## config.mk

```make
export PLATFORM = sky130hd
export DESIGN_NAME = banner_btn_ctrl
export DESIGN_NICKNAME = d
export VERILOG_FILES = /design/src/rtl/banner_btn_ctrl.sv
export SDC_FILE = /design/constraint.sdc
export NUM_CORES = 1
export LEC_CHECK = 0
export ABC_CLOCK_PERIOD_IN_PS = 6100
export BUFFER_PORTS_ARGS = -buffer_cell sky130_fd_sc_hd__buf_2
export CELL_PAD_IN_SITES_DETAIL_PLACEMENT = 0
export CELL_PAD_IN_SITES_GLOBAL_PLACEMENT = 1
export CORE_MARGIN = 2
export CORE_UTILIZATION = 25
export CTS_CLUSTER_DIAMETER = 100
export DETAILED_ROUTE_END_ITERATION = 16
export PLACE_DENSITY = 0.49
export REMOVE_ABC_BUFFERS = 1
export SLEW_MARGIN = 20
export SYNTH_ARGS = -nofsm -noshare
export SYNTH_HDL_FRONTEND = slang
export SYNTH_SLANG_ARGS = --single-unit
export TNS_END_PERCENT = 50
```

## constraint.sdc

```tcl
create_clock -name clk -period 6.1 [get_ports clk]
set_input_delay 0.915 -clock clk [delete_from_list [all_inputs] [get_ports clk]]
set_output_delay 0.915 -clock clk [all_outputs]
set_load 0.005 [all_outputs]
```

## src/rtl/banner_btn_ctrl.sv

```systemverilog
// banner_btn_ctrl: debounces the run/stop and direction pushbuttons into toggled levels plus one-cycle ticks.
// Define BANNER_BTN_SYNC_EN to insert a two-flop synchronizer on each raw button input.

module banner_btn_debounce #(
    parameter int DB_TICKS = 1_000_000
) (
    input  logic clk,
    input  logic rst,
    input  logic p,
    output logic level,
    output logic tick
);
    // state     | meaning
    // ----------+-------------------------------------------------
    // IDLE      | stable released, waiting for a press
    // CHK_PRESS | press seen, counting stable pressed samples
    // HELD      | stable pressed, no repeat while held
    // CHK_REL   | release seen, counting stable released samples

    localparam int CW = (DB_TICKS > 1) ? $clog2(DB_TICKS) : 1;
    localparam logic [CW-1:0] CNT_MAX = CW'(DB_TICKS - 1);

    typedef enum logic [1:0] {
        IDLE      = 2'd0,
        CHK_PRESS = 2'd1,
        HELD      = 2'd2,
        CHK_REL   = 2'd3
    } state_t;

    state_t        state_q, state_d;
    logic [CW-1:0] cnt_q, cnt_d;
    logic          level_q, level_d;
    logic          tick_q, tick_d;

    always_comb begin
        state_d = state_q;
        cnt_d   = cnt_q;
        level_d = level_q;
        tick_d  = 1'b0;
        case (state_q)
            IDLE: begin
                if (p) begin
                    state_d = CHK_PRESS;
                    cnt_d   = '0;
                end
            end
            CHK_PRESS: begin
                if (!p) begin
                    state_d = IDLE;
                end else if (cnt_q == CNT_MAX) begin
                    state_d = HELD;
                    tick_d  = 1'b1;
                    level_d = ~level_q;
                end else begin
                    cnt_d = cnt_q + 1'b1;
                end
            end
            HELD: begin
                if (!p) begin
                    state_d = CHK_REL;
                    cnt_d   = '0;
                end
            end
            CHK_REL: begin
                // a bounce back to pressed returns to HELD without a new tick
                if (p) begin
                    state_d = HELD;
                end else if (cnt_q == CNT_MAX) begin
                    state_d = IDLE;
                end else begin
                    cnt_d = cnt_q + 1'b1;
                end
            end
            default: begin
                state_d = IDLE;
                cnt_d   = '0;
            end
        endcase
    end

    always_ff @(posedge clk or posedge rst) begin
        if (rst) begin
            state_q <= IDLE;
            cnt_q   <= '0;
            level_q <= 1'b0;
            tick_q  <= 1'b0;
        end else begin
            state_q <= state_d;
            cnt_q   <= cnt_d;
            level_q <= level_d;
            tick_q  <= tick_d;
        end
    end

    assign level = level_q;
    assign tick  = tick_q;

endmodule

module banner_btn_ctrl #(
    parameter int DB_TICKS       = 1_000_000,
    parameter bit BTN_ACTIVE_LOW = 1'b1
) (
    input  logic clk,
    input  logic rst,
    input  logic btn_en_in,
    input  logic btn_dir_in,
    output logic en,
    output logic dir,
    output logic en_tick,
    output logic dir_tick
);
    localparam logic RELEASED = BTN_ACTIVE_LOW;

    logic en_raw, dir_raw;
    logic p_en, p_dir;

`ifdef BANNER_BTN_SYNC_EN
    logic [1:0] en_sync_q, en_sync_d;
    logic [1:0] dir_sync_q, dir_sync_d;

    always_comb begin
        en_sync_d  = {en_sync_q[0], btn_en_in};
        dir_sync_d = {dir_sync_q[0], btn_dir_in};
    end

    // reset to the released level so a reset never looks like a press edge
    always_ff @(posedge clk or posedge rst) begin
        if (rst) begin
            en_sync_q  <= {2{RELEASED}};
            dir_sync_q <= {2{RELEASED}};
        end else begin
            en_sync_q  <= en_sync_d;
            dir_sync_q <= dir_sync_d;
        end
    end

    assign en_raw  = en_sync_q[1];
    assign dir_raw = dir_sync_q[1];
`else
    assign en_raw  = btn_en_in;
    assign dir_raw = btn_dir_in;
`endif

    assign p_en  = en_raw ^ RELEASED;
    assign p_dir = dir_raw ^ RELEASED;

    banner_btn_debounce #(
        .DB_TICKS(DB_TICKS)
    ) u_db_en (
        .clk  (clk),
        .rst  (rst),
        .p    (p_en),
        .level(en),
        .tick (en_tick)
    );

    banner_btn_debounce #(
        .DB_TICKS(DB_TICKS)
    ) u_db_dir (
        .clk  (clk),
        .rst  (rst),
        .p    (p_dir),
        .level(dir),
        .tick (dir_tick)
    );

endmodule
```

==> flow_metrics.env <==
export IMPL_drtAntennaViolNets=0
export IMPL_worst_ep_required_time_ns=6.34
export IMPL_finalHoldViolations=0
export IMPL_antenna_found_initial=0
export IMPL_cts_repair_resized=0
export IMPL_grt_max_degree=49
export IMPL_fin_nets=291
export IMPL_cp_top_family="compound AO/OA/AOI/OAI gates"
export IMPL_boundaryPins=8
export IMPL_gp_congestion=0.719
export IMPL_ir_worst_vdd_uv=80.8
export IMPL_dp_hpwl_um=3860
export IMPL_first_pass_iters=6
export IMPL_numCtsBuffers=5
export IMPL_clkLatencyLatePin_ns=0.31
export IMPL_drc=0
export IMPL_yosysTopAreaCell="dfrtp_1"
export IMPL_nFillCells=1062
export IMPL_grt_pass1_wl_um=10500
export IMPL_avgSynthCellArea_um2=9.23
export IMPL_r2r_cells=6
export IMPL_ys_types=44
export IMPL_critPathMaxStageDelay_ns=0.71
export IMPL_p_total_uw=620
export IMPL_period_minus_slack_ns=2.64
export IMPL_reg2reg_from="u_db_en.cnt_q[0]$_DFFE_PP0P_"
export IMPL_netlist_instances=278
export IMPL_cts_tree="built"
export IMPL_placed_cell_area_mm2=0.00273
export IMPL_dieWidth_um=105
export IMPL_clock_sinks=48
export IMPL_synthTopCellsByArea="dfrtp_1 (47%), o21ai_0 (4.9%), nand2_1 (3.8%)"
export IMPL_die_height_um=105
export IMPL_via_per_inst=4.83
export IMPL_synthFlopType="dfrtp_1"
export IMPL_cts_root_buf="clkbuf_8"
export IMPL_critical_path_arrival_ns=2.88
export IMPL_routed_wl_um=5910
export IMPL_clock_skew_ns=0.0115
export IMPL_min_from="u_db_dir.level$_DFFE_PP0P_"
export IMPL_std_cell_rows=36
export IMPL_final_cell_area_mm2=0.00285
export IMPL_drtIter0Drc=74
export IMPL_grt_pass1_vias=2094
export IMPL_async_flop_share_pct=100
export IMPL_cts_path_max_buffers=2
export IMPL_yosys_warnings=0
export IMPL_track_usage_pct=11.6
export IMPL_start_util_pct=26.0
export IMPL_timing_fmax_mhz=379
export IMPL_path_class="reg2reg"
export IMPL_ys_seq_area_share_pct=46.8
export IMPL_path_buf_inv=0
export IMPL_cp_slowest_cell="a31o_1"
export IMPL_ys_ff_latch=48
export IMPL_setup_violations=0
export IMPL_core_area_mm2=0.00986
export IMPL_synth_top_area_share_pct=46.8
export IMPL_startpoint_type="register"
export IMPL_via_count=2025
export IMPL_cap_violations=0
export IMPL_rsz0062_at_grt="false"
export IMPL_timing_rr_end="u_db_en.cnt_q[18]$_DFFE_PP0P_"
export IMPL_hold_depth=1
export IMPL_tns_ns=0
export IMPL_critPathMaxFanout=19
export IMPL_drive_gt1_share_pct=8.04
export IMPL_synth_edf_count=0
export IMPL_htree_levels=2
export IMPL_diodes=0
export IMPL_status="finished, final reports clean"
export IMPL_leakagePower_nw=1.10
export IMPL_grt_ovfl_total=0
export IMPL_min_path_type="reg2reg"
export IMPL_endpoint_kind="register"
export IMPL_areaGrowthSynthToFinish_pct=10.9
export IMPL_slew_viol_final=0
export IMPL_tightest_slew_ns=0.888
export IMPL_port_buffers=7
export IMPL_clkTransAtPathRegs_ns=0.10
export IMPL_powerDensity_mw_per_mm2=218
export IMPL_hold_end="u_db_dir.level$_DFFE_PP0P_"
export IMPL_period_share_pct=43.3
export IMPL_post_cts_repair_setup_buffers=0
export IMPL_path_cells="ha_1 -> nand3_1 -> nor4_4 -> a31o_1 -> o21ai_0 -> a21oi_1"
export IMPL_reg2reg_slack_ns=3.46
export IMPL_netlist_area_mm2=0.00256
export IMPL_wl_per_cell_um=14.1
export IMPL_cts_hold_buf=0
export IMPL_slew_headroom_pct=40.6
export IMPL_die_area_mm2=0.0111
[through the flow]
stage | instances | hold slack, ns | util, % | worst slack, ns
2_1_floorplan | 269 | 0.465 | - | 3.87
3_3_place_gp | 411 | 0.450 | 27.7 | 3.41
3_5_place_dp | 411 | 0.466 | 27.7 | 3.38
4_1_cts | 419 | 0.482 | 28.8 | 3.40
5_1_grt | 419 | 0.500 | 28.8 | 3.17
6_report | 419 | 0.473 | 28.8 | 3.46
[cell usage in the layout (no fill, tap or decap), types with 12 or more instances in the layout]
cell type	count
inv_1	13
nand4_1	12
nand2_1	26
nor2_1	23
a21oi_1	15
nand3_1	15
o21ai_0	25
dfrtp_1	48
[state kept, by name, indices dropped and copies added, names as in the netlist, named ones only]
register	count
u_db_dir.tick	1
u_db_en.tick	1
u_db_en.level	1
u_db_en.state_q	1
u_db_dir.state_q	1
u_db_en.cnt_q	20
u_db_dir.cnt_q	20
u_db_dir.level	1
[cells in the mapped netlist (2+ instances only)]
cell      number
a211oi_1       4
a21oi_1       15
and3_1         5
and4_1         2
buf_6          2
clkbuf_1       6
dfrtp_1       48
ha_1           2
inv_1         14
mux2i_1        7
nand2_1       26
nand3_1       15
nand4_1       12
nor2_1        23
nor3_1        10
nor3b_1        2
nor4_1         3
nor4b_1        2
o211ai_1       4
o21ai_0       25
o311ai_0       3
o31ai_1        2
or3_1         10
xnor2_1       10
xor2_1         7
[how the worst max path moves through the flow]
stage | startpoint | end | cells after the start
finish | u_db_en.cnt_q[0]$_DFFE_PP0P_ | u_db_en.cnt_q[18]$_DFFE_PP0P_ | 6
global route | u_db_en.cnt_q[0]$_DFFE_PP0P_ | u_db_en.cnt_q[2]$_DFFE_PP0P_ | 6
CTS | u_db_en.cnt_q[0]$_DFFE_PP0P_ | u_db_en.cnt_q[18]$_DFFE_PP0P_ | 6
detailed placement | btn_dir_in | u_db_dir.cnt_q[18]$_DFFE_PP0P_ | 6
global placement | btn_dir_in | u_db_dir.cnt_q[18]$_DFFE_PP0P_ | 6
floorplan | btn_en_in | u_db_en.cnt_q[13]$_DFFE_PP0P_ | 5
[per-layer routing]
| layer | up-vias | share of wire [%] | track usage, % |
|---|---|---|---|
| met2 | 10 | 48 | 19.1 |
| met5 | - | 0 | 0 |
| li1 | 1017 | - | - |
| met4 | 0 | 0.95 | 3.05 |
| met1 | 993 | 50 | 15.3 |
| met3 | 5 | 1.5 | 2.41 |
[area by class of cell]
type | instances | area (um2) | share of cell area (%)
multi-input combinational | 207 | 1260 | 44.3
clock buffer | 5 | 68.8 | 2.42
inverter | 14 | 55.1 | 1.93
tap | 133 | 166 | 5.85
timing repair buffer | 9 | 50.0 | 1.76
clock inverter | 3 | 42.5 | 1.50
sequential | 48 | 1200 | 42.2
[kinds of logic after synthesis]
group                      Yosys count  synth area share, %
AOI/OAI and AO/OA                   59                 13.7
xor gates and xnor gates            17                 5.80
adders and majority gates            2                0.975
buffers and inverters               23                 4.00
DFF                                 48                 46.8
muxes                                7                 2.73
and+or+nand+nor                    122                 26.0
[report_power, final]
group	internal [mW]	leakage (nW)	switching, mW
combinational	0.0140	0.399	0.0260
sequential	0.328	0.649	0.0140
clock	0.122	0.0541	0.117
total	0.464	1.10	0.157
Power figures use the tool's default switching activity.
